### src/rtl/store_trace_fifo.sv
// Store trace capture: FWFT FIFO of processor stores, saturating store counter,
// sticky overflow and pass/fail detector. Optional address window: STORE_TRACE_FILTER_EN.
module store_trace_fifo #(
    parameter int unsigned DEPTH    = 8,
    parameter logic [31:0] DONE_ADR = 32'd100,
    parameter logic [31:0] DONE_VAL = 32'd25,
    parameter int unsigned CNT_W    = 16
`ifdef STORE_TRACE_FILTER_EN
    ,
    parameter logic [31:0] FILT_LO  = 32'h0,
    parameter logic [31:0] FILT_HI  = 32'h0000_00FF
`endif
) (
    input  logic                       clk,
    input  logic                       reset,
    input  logic                       MemWrite,
    input  logic [31:0]                DataAdr,
    input  logic [31:0]                WriteData,
    output logic                       OutValid,
    input  logic                       OutReady,
    output logic [31:0]                OutAdr,
    output logic [31:0]                OutData,
    output logic [$clog2(DEPTH):0]     Level,
    output logic                       Full,
    output logic                       Overflow,
    input  logic                       ClrOverflow,
    output logic [CNT_W-1:0]           StoreCount,
    output logic                       Pass,
    output logic                       Fail
);

    // state | meaning
    // IDLE  | no store to DONE_ADR seen yet
    // PASS  | first store to DONE_ADR carried DONE_VAL (terminal)
    // FAIL  | first store to DONE_ADR carried another value (terminal)

    localparam int unsigned PTR_W = $clog2(DEPTH);
    localparam int unsigned LVL_W = PTR_W + 1;

    typedef enum logic [1:0] {
        ST_IDLE = 2'd0,
        ST_PASS = 2'd1,
        ST_FAIL = 2'd2
    } det_state_e;

    logic [31:0]      mem_adr  [DEPTH];
    logic [31:0]      mem_data [DEPTH];

    logic [PTR_W-1:0] wr_ptr_q, wr_ptr_d;
    logic [PTR_W-1:0] rd_ptr_q, rd_ptr_d;
    logic [LVL_W-1:0] level_q, level_d;
    logic [31:0]      out_adr_q, out_adr_d;
    logic [31:0]      out_data_q, out_data_d;
    logic             overflow_q, overflow_d;
    logic [CNT_W-1:0] count_q, count_d;
    det_state_e       state_q;
    logic             pass_q, fail_q;

    logic             in_window;
    logic             full;
    logic             push;
    logic             pop;
    logic             ovf_set;
    logic [PTR_W-1:0] rd_next;

    always_comb begin
`ifdef STORE_TRACE_FILTER_EN
        in_window = (DataAdr >= FILT_LO) && (DataAdr <= FILT_HI);
`else
        in_window = 1'b1;
`endif
        full    = (level_q == LVL_W'(DEPTH));
        pop     = (level_q != '0) && OutReady;
        push    = MemWrite && in_window && (!full || pop);
        ovf_set = MemWrite && in_window && full && !pop;
        rd_next = rd_ptr_q + PTR_W'(1);

        wr_ptr_d = push ? wr_ptr_q + PTR_W'(1) : wr_ptr_q;
        rd_ptr_d = pop  ? rd_next              : rd_ptr_q;

        level_d = level_q;
        if (push && !pop) begin
            level_d = level_q + LVL_W'(1);
        end else if (pop && !push) begin
            level_d = level_q - LVL_W'(1);
        end

        // Head registers are loaded with whatever entry will be oldest next cycle;
        // when the FIFO drains they simply keep their last value.
        out_adr_d  = out_adr_q;
        out_data_d = out_data_q;
        if (pop && level_q > LVL_W'(1)) begin
            out_adr_d  = mem_adr[rd_next];
            out_data_d = mem_data[rd_next];
        end else if (push && (level_q == '0 || (pop && level_q == LVL_W'(1)))) begin
            out_adr_d  = DataAdr;
            out_data_d = WriteData;
        end

        overflow_d = overflow_q;
        if (ovf_set) begin
            overflow_d = 1'b1;
        end else if (ClrOverflow) begin
            overflow_d = 1'b0;
        end

        count_d = count_q;
        if (MemWrite && count_q != {CNT_W{1'b1}}) begin
            count_d = count_q + CNT_W'(1);
        end
    end

    always_ff @(posedge clk) begin
        if (push) begin
            mem_adr[wr_ptr_q]  <= DataAdr;
            mem_data[wr_ptr_q] <= WriteData;
        end
    end

    always_ff @(posedge clk or negedge reset) begin
        if (!reset) begin
            wr_ptr_q   <= '0;
            rd_ptr_q   <= '0;
            level_q    <= '0;
            out_adr_q  <= '0;
            out_data_q <= '0;
            overflow_q <= 1'b0;
            count_q    <= '0;
        end else begin
            wr_ptr_q   <= wr_ptr_d;
            rd_ptr_q   <= rd_ptr_d;
            level_q    <= level_d;
            out_adr_q  <= out_adr_d;
            out_data_q <= out_data_d;
            overflow_q <= overflow_d;
            count_q    <= count_d;
        end
    end

    // Detector sees every store, filtered or dropped alike.
    always_ff @(posedge clk or negedge reset) begin
        if (!reset) begin
            state_q <= ST_IDLE;
            pass_q  <= 1'b0;
            fail_q  <= 1'b0;
        end else begin
            case (state_q)
                ST_IDLE: begin
                    if (MemWrite && DataAdr == DONE_ADR) begin
                        if (WriteData == DONE_VAL) begin
                            state_q <= ST_PASS;
                            pass_q  <= 1'b1;
                        end else begin
                            state_q <= ST_FAIL;
                            fail_q  <= 1'b1;
                        end
                    end
                end
                default: ;
            endcase
        end
    end

    assign OutValid   = (level_q != '0);
    assign OutAdr     = out_adr_q;
    assign OutData    = out_data_q;
    assign Level      = level_q;
    assign Full       = full;
    assign Overflow   = overflow_q;
    assign StoreCount = count_q;
    assign Pass       = pass_q;
    assign Fail       = fail_q;

endmodule
### config.mk
export PLATFORM = sky130hd
export DESIGN_NAME = store_trace_fifo
export DESIGN_NICKNAME = d
export VERILOG_FILES = /design/src/rtl/store_trace_fifo.sv
export SDC_FILE = /design/constraint.sdc
export NUM_CORES = 1
export LEC_CHECK = 0
export CORE_UTILIZATION = 60
export CTS_BUF_LIST = sky130_fd_sc_hd__clkbuf_8
export DETAILED_ROUTE_END_ITERATION = 10
export PLACE_DENSITY_LB_ADDON = 0.2
export SLEW_MARGIN = 0
export SYNTH_ARGS = -nofsm -noshare
export SYNTH_HDL_FRONTEND = slang
export SYNTH_SLANG_ARGS = --single-unit
### constraint.sdc
create_clock -name clk -period 18.8 [get_ports clk]
set_clock_uncertainty 0.05 [all_clocks]
set_input_delay 1.88 -clock clk [delete_from_list [all_inputs] [get_ports clk]]
set_output_delay 1.88 -clock clk [all_outputs]
set_load 0.01 [all_outputs]
==> results of run 1 <==
report_power, final:
part           internal [mW]  switching [mW]  total [mW]
logic                  0.741           0.834        1.58
clock network          0.552           0.491        1.04
registers               1.73           0.125        1.86
total                   3.02            1.45        4.47
per-stage QoR:
stage | utilization [%] | setup slack (ns)
6_report | 71.9 | 13.97
5_1_grt | 71.9 | 13.84
4_1_cts | 71.9 | 14.00
3_5_place_dp | 67.2 | 13.32
3_3_place_gp | 67.2 | 13.40
2_1_floorplan | - | 11.20
registers in the layout (all words and copies together), names as in the netlist:
register,flops
StoreCount,16
Level,4
rd_ptr_q,3
mem_data,256
Pass,1
wr_ptr_q,3
OutData,32
mem_adr,256
Fail,1
OutAdr,32
Overflow,1
state_q,2
final cells by class:
class	count	area share [%]
clock buffers	108	5.45
flip-flops and latches	607	65.1
repair buffers	174	6.22
well taps	511	2.34
clock inverters	66	1.21
inverters	3	0.0413
multi-input cells	517	19.7
cell usage in the layout (no fill, tap or decap), types with 13 or more instances in the layout:
master / n
dfrtp_1: 94
edfxtp_1: 512
clkbuf_8: 108
mux4_2: 128
nand2_1: 139
a21oi_1: 69
clkdlybuf4s50_1: 156
buf_4: 18
inv_1: 47
a221o_1: 64
xnor2_1: 13
nor4_1: 13
cell families (layout without fill, tap and decap cells):
| logic type | count (synthesis) | in the layout | share of synthesized area [%] |
|---|---|---|---|
| adder cells (fa/ha/maj) | 8 | 8 | 0.429 |
| XOR/XNOR | 22 | 22 | 0.825 |
| AND/OR/NAND/NOR | 208 | 208 | 4.06 |
| AO/OA/AOI/OAI | 147 | 147 | 4.67 |
| flip-flops | 607 | 607 | 76.1 |
| multiplexers | 132 | 132 | 12.5 |
| buffers and inverters | 66 | 351 | 1.43 |
worst max-delay path: stages:
cell and delay, ns:
clkdlybuf4s50_1 0.67, nor4bb_1 0.14, nor2b_1 0.47, nand2_1 0.35, nor2_4 0.80, buf_4 0.68
layer usage:
metal	global-route usage [%]	up-vias
li1	-	5296
met1	37.7	6388
met2	40.7	488
met3	5.06	67
met4	7.69	2
met5	0	-
worst max path at each step:
stage | start | end | slack, ns | depth (start not counted)
after floorplan | MemWrite | mem_adr[0][0]$_DFFE_PP_ | 11.20 | 5
after detailed placement | OutReady | mem_adr[7][11]$_DFFE_PP_ | 13.32 | 6
after CTS | OutReady | mem_adr[7][23]$_DFFE_PP_ | 14.00 | 6
final | OutReady | mem_adr[7][11]$_DFFE_PP_ | 13.97 | 6
after global routing | OutReady | mem_adr[4][11]$_DFFE_PP_ | 13.84 | 6
after global placement | OutReady | mem_adr[7][11]$_DFFE_PP_ | 13.40 | 6
==> impl_summary.txt, run 1 <==
----------------------------------------------------
[Synthesis]
  Synth async-reset ratio ... between 10% and 20%
  Most used flip-flop cell after synthesis ... edfxtp_1
  Count of different cell masters after synthesis ... 42
  Seq/Total Area, Yosys ... around three quarters
  Number of standard cells after synthesis ... between 1000 and 1500
  Number of nets in the synthesized netlist ... 1267
  Number of flops mapped to enable cells by yosys ... just over 500
  Area share of the leading cell type in the synthesized netlist ... around two thirds
  Post-synthesis sequential element count ... a little over 600
  Cell area after technology mapping ... 23300 um^2
  Top-count cell post-synth ... edfxtp_1
  Mean instance size in the synthesized netlist ... just under 20 um^2
  Number of warning messages in the yosys log ... 0
  Largest cells by area after synthesis ... edfxtp_1 (66%), mux4_2 (12%), dfrtp_1 (10%), a221o_1 (2.7%), nand2_1 (2.2%)
  Commonest cells in the netlist ... edfxtp_1 (512), nand2_1 (139), mux4_2 (128)
  Cell type contributing the most total cell area after synthesis ... edfxtp_1

[CTS]
  Clock transition at path regs ... roughly 0.060 ns
  Source-to-sink clock delay at the later pin of the worst-skew pair ... 0.64 ns
  Number of buffers on the longest clock path ... 3
  Post-CTS Resized ... 0
  Setup fix buffers added after clock tree synthesis ... 0
  CTS HTree Levels ... 3
  CTS tree ... done
  CTS hold repair buffers ... 0
  CTS root buffer ... clkbuf_8
  Inserted Clock Buffers ... 95
  Num Clock Sinks ... 607

[Die]
  Floorplan die area ... 39700 um^2
  Core Region ... 37900 um^2
  Count of boundary I/O pins ... roughly 160
  Std cell rows ... 71
  Width of the die ... around 200 um
  Effective utilization at floorplan ... 61.5%
  Y dimension of the die ... 199 um

[Routing]
  Uppermost layer routed ... met5
  Mean routed wirelength per cell ... between 20 and 25 um
  Met1 Routed Length ... around 21000 um
  Wire length reported by the detailed router ... roughly 49000 um
  Metal2 WL ... approximately 24000 um
  Routed length on met3 ... ~3500 um
  Violation count after the first detailed-routing iteration ... ~900
  Number of nets with antenna violations after routing ... 0
  Drt pass-1 iters ... 5
  Number of vias in the routed layout ... ~12000
  Drt via density ... between 6 and 7
  Final routed DRC violation total ... 0

[Global routing]
  Sum of overflow across all layers after global routing ... 0
  Largest net degree at the start of global routing ... 74
  Vias in the first global route ... 12800
  Initial antenna violation count ... 1
  Wire length of the first global-routing pass ... ~75000 um
  Total routing resource utilization after global routing ... between 20% and 30%

[Cells and area]
  N_diodes ... 0
  Post-route cell area ... between 20000 and 30000 um^2
  Non-filler cells in the finished layout ... a little under 2000
  Area of all sequential standard cells ... around 18000 um^2
  Fraction of layout instances using a drive strength above 1 ... just under 20%
  Area grow syn2layout ... 16.9%
  Final-stage net count ... between 1000 and 1500
  Multi-input gate area ... roughly 5400 um^2
  Number of fill cells in the layout ... 2312

[Place]
  Placed cell area ... about 25000 um^2
  Estimated wirelength of the detail-placed design ... between 20000 and 30000 um
  Post-placement cell count ... around 1800
  Port bufs ... around 160
  Weighted congestion at the end of routability-driven global placement ... a little under 0.8

[Timing]
  RSZ-0062 raised after global routing ... false
  Number of max-slew violations in the final report ... 0
  Maximum operating frequency ... just over 200 MHz
  Transition time at the pin with the least slew margin ... ~1.1 ns
  Max transition margin ... 25.8%
  Hold Vio Cnt, Final ... 0
  Hold slack ... roughly 0.43 ns
  Min cycle time layout ... around 4.8 ns
  Final setup violation count ... 0
  Total Negative Setup Slacks ... 0 ns
  Final worst path period share ... around a quarter

[Worst setup path]
  Endpoint kind of the worst setup timing path ... register
  Count of cells along the worst register-to-register path ... 6
  Critical path start-end classification ... input pin to register
  Register-to-register setup slack ... 14.72 ns
  R2R Path End ... OutAdr[15]$_DFFE_PN0P_
  Required time at the worst-slack endpoint ... 19.02 ns
  Startpoint type of the worst setup path ... input pin
  Arr. time, crit path ... approximately 5.1 ns
  R2R Path Start ... rd_ptr_q[0]$_DFFE_PN0P_
  Largest fanout of any net on the critical path ... 38

[Power]
  Worst IR drop on VDD ... about 0.00021 V
  Pwr Density ... about 160 nW/um^2
  Leakage power of the design ... around 9.3 nW
  Power after layout ... around 4.5 mW

[Hold path]
  Min-delay worst type ... register to register
  Hold Path Depth ... 1
  Origin of the worst min-delay path ... state_q[0]$_DFFE_PN0P_
  Worst Hold Endpoint ... state_q[0]$_DFFE_PN0P_

[Outcome]
  Outcome ... finished clean

[Flow run]
  Reported max-cap violation count ... 0

----------------------------------------------------
Note: power is estimated with default switching activity, not from simulation.
==> run 2, diff against run 1 <==
clock period = 5.05 ns   (was 18.8 ns; I/O delays follow)
==> impl_summary.txt, run 2 (synthesized netlist as in run 1, its figures left out) <==
----------------------------------------------------
[Global routing]
  Wire length of the first global-routing pass ... 73800 um (-1.4%)
  Vias in the first global route ... 12800 (-0.56%)
  Initial antenna violation count ... 0 (-1)
  Sum of overflow across all layers after global routing ... 0 (unchanged)
  Total routing resource utilization after global routing ... 25.4% (-0.51 points)
  Largest net degree at the start of global routing ... 99 (+34%)

[Routing]
  Mean routed wirelength per cell ... 24.1 um (-2.1%)
  Drt via density ... 6.15 (-0.19%)
  Number of vias in the routed layout ... 12300 (+0.11%)
  Number of nets with antenna violations after routing ... 0 (unchanged)
  Violation count after the first detailed-routing iteration ... 1014 (+13%)
  Drt pass-1 iters ... 5 (unchanged)
  Final routed DRC violation total ... 0 (unchanged)
  Wire length reported by the detailed router ... 47900 um (-1.8%)

[Timing]
  Hold Vio Cnt, Final ... 0 (unchanged)
  Maximum operating frequency ... approximately 300 MHz
  Max transition margin ... 28.1% (+2.3 points)
  Number of max-slew violations in the final report ... 0 (unchanged)
  Final worst path period share ... 65.0%
  Min cycle time layout ... approximately 3.3 ns
  Transition time at the pin with the least slew margin ... 1.08 ns (-0.0355 ns)
  Final setup violation count ... 0 (unchanged)
  Total Negative Setup Slacks ... 0 ns (unchanged)
  RSZ-0062 raised after global routing ... false

[CTS]
  Number of buffers on the longest clock path ... 3 (unchanged)
  Source-to-sink clock delay at the later pin of the worst-skew pair ... 0.64 ns (about the same)
  Post-CTS Resized ... 0 (unchanged)
  Clock transition at path regs ... 0.06 ns (about the same)
  CTS root buffer ... clkbuf_8
  CTS HTree Levels ... 3 (unchanged)
  Num Clock Sinks ... 607 (unchanged)
  Inserted Clock Buffers ... 94 (-1.1%)
  CTS tree ... done

[Flow run]
  Reported max-cap violation count ... 0 (unchanged)

[Worst setup path]
  Required time at the worst-slack endpoint ... 5.30 ns (-13.72 ns)
  Register-to-register setup slack ... 1.77 ns (-12.95 ns)
  Startpoint type of the worst setup path ... register
  Critical path start-end classification ... register to register
  Endpoint kind of the worst setup timing path ... register
  Arr. time, crit path ... 3.53 ns (-1.52 ns)
  R2R Path Start ... Level[0]$_DFFE_PN0P_
  Count of cells along the worst register-to-register path ... 7 (+1)
  Timing startpoint of the critical path ... Level[0]$_DFFE_PN0P_
  Largest fanout of any net on the critical path ... 44 (+16%)

[Die]
  Y dimension of the die ... 199 um (unchanged)
  Count of boundary I/O pins ... 158 (unchanged)
  Floorplan die area ... 39700 um^2 (unchanged)
  Effective utilization at floorplan ... 61.5% (unchanged)
  Width of the die ... 199 um (unchanged)
  Std cell rows ... 71 (unchanged)
  Core Region ... 37900 um^2 (unchanged)

[Cells and area]
  Leading cell types in the layout, fill and taps excluded ... edfxtp_1 (512), clkdlybuf4s50_1 (156), nand2_1 (139)
  Most common library cell in the layout ignoring fill and taps ... edfxtp_1
  Post-route cell area ... 27300 um^2 (+0.20%)
  N_diodes ... 0 (unchanged)
  Fraction of layout instances using a drive strength above 1 ... 19.5% (about the same)
  Final core utilization ... 72.1% (+0.14 points)
  Final-stage net count ... 1480 (+0.34%)
  Area of all sequential standard cells ... 17800 um^2 (unchanged)
  Area grow syn2layout ... 17.1%
  Number of fill cells in the layout ... 2333 (+0.91%)
  Non-filler cells in the finished layout ... 1992 (+0.30%)
  Multi-input gate area ... 5380 um^2 (+0.23%)
  Largest registers ... mem_adr x256, mem_data x256

[Outcome]
  Outcome ... finished clean

[Power]
  Power after layout ... 16.5 mW (+270%)
  Leakage power of the design ... 9.37 nW (+0.24%)
  Pwr Density ... 605 nW/um^2 (+270%)
  Worst IR drop on VDD ... 0.000476 V (+130%)

[Place]
  Placed cell area ... 25600 um^2 (+0.44%)
  Estimated wirelength of the detail-placed design ... 26400 um (-0.54%)
  Weighted congestion at the end of routability-driven global placement ... 0.761 (-2.2%)
  Post-placement cell count ... 1817 (+0.28%)
  Port bufs ... 157 (unchanged)

[Hold path]
  Min-delay worst type ... input pin to register
  Origin of the worst min-delay path ... ClrOverflow
  Hold Path Depth ... 2 (+1)

----------------------------------------------------
[run 2: changes by cell type in the layout (fill, tap and decap cells not counted), sizes merged]
cell / change
buf: +5
clkinv: +5
clkbuf: -4
bufinv: -1
dlygate4sd3: +1
[run 2: critical path, stage by stage, from the launching register on]
cell	delay [ns]
dfrtp_1	0.48
inv_1	0.11
ha_1	0.26
nor4bb_1	0.17
nor2b_1	0.41
nand2b_1	0.36
nor2_4	0.70
buf_12	0.38
[run 2: per-stage QoR]
stage | hold slack (ns) | worst slack, ns
floorplan | 0.159 | 0.395
global placement | 0.414 | 1.63
detailed placement | 0.417 | 1.47
CTS | 0.348 | 1.74
global route | 0.407 | 1.53
finish | 0.393 | 1.77
[run 2: layout make-up]
type / instances / area share (%)
Sequential cell: 607 / 64.9
Timing Repair Buffer: 180 / 6.61
Clock buffer: 104 / 5.23
Multi-Input combinational cell: 517 / 19.7
Inverter: 3 / 0.0412
Clock inverter: 70 / 1.16
Tap cell: 511 / 2.34
[run 2: final timing paths]
check | end
worst max-delay path | mem_data[4][4]$_DFFE_PP_
worst min-delay path | Overflow$_DFFE_PN0P_
worst max register to register | mem_data[4][4]$_DFFE_PP_
worst min register to register | state_q[1]$_DFFE_PN0P_
max in group asynchronous | StoreCount[14]$_DFFE_PN0P_
min in group asynchronous | StoreCount[10]$_DFFE_PN0P_
[run 2: repair_timing]
| action | in CTS | in global routing |
|---|---|---|
| hold buffers | 1 | 0 |
| buffers inserted | 0 | 0 |
| endpoints found under the hold margin | 54 | 0 |
[run 2: routing by layer]
| metal | global-route usage [%] | vias up | part of all wire (%) |
|---|---|---|---|
| li1 | - | 5310 | - |
| met1 | 37.3 | 6357 | 42 |
| met2 | 40.1 | 524 | 49 |
| met3 | 4.46 | 64 | 7.3 |
| met4 | 6.87 | 0 | 1.4 |
| met5 | 0 | - | 0 |
[run 2: power breakdown]
group	total [mW]	internal, mW	switching [mW]
registers	6.90	6.44	0.465
logic	5.91	2.80	3.11
clock network	3.74	1.94	1.80
total	16.5	11.2	5.37
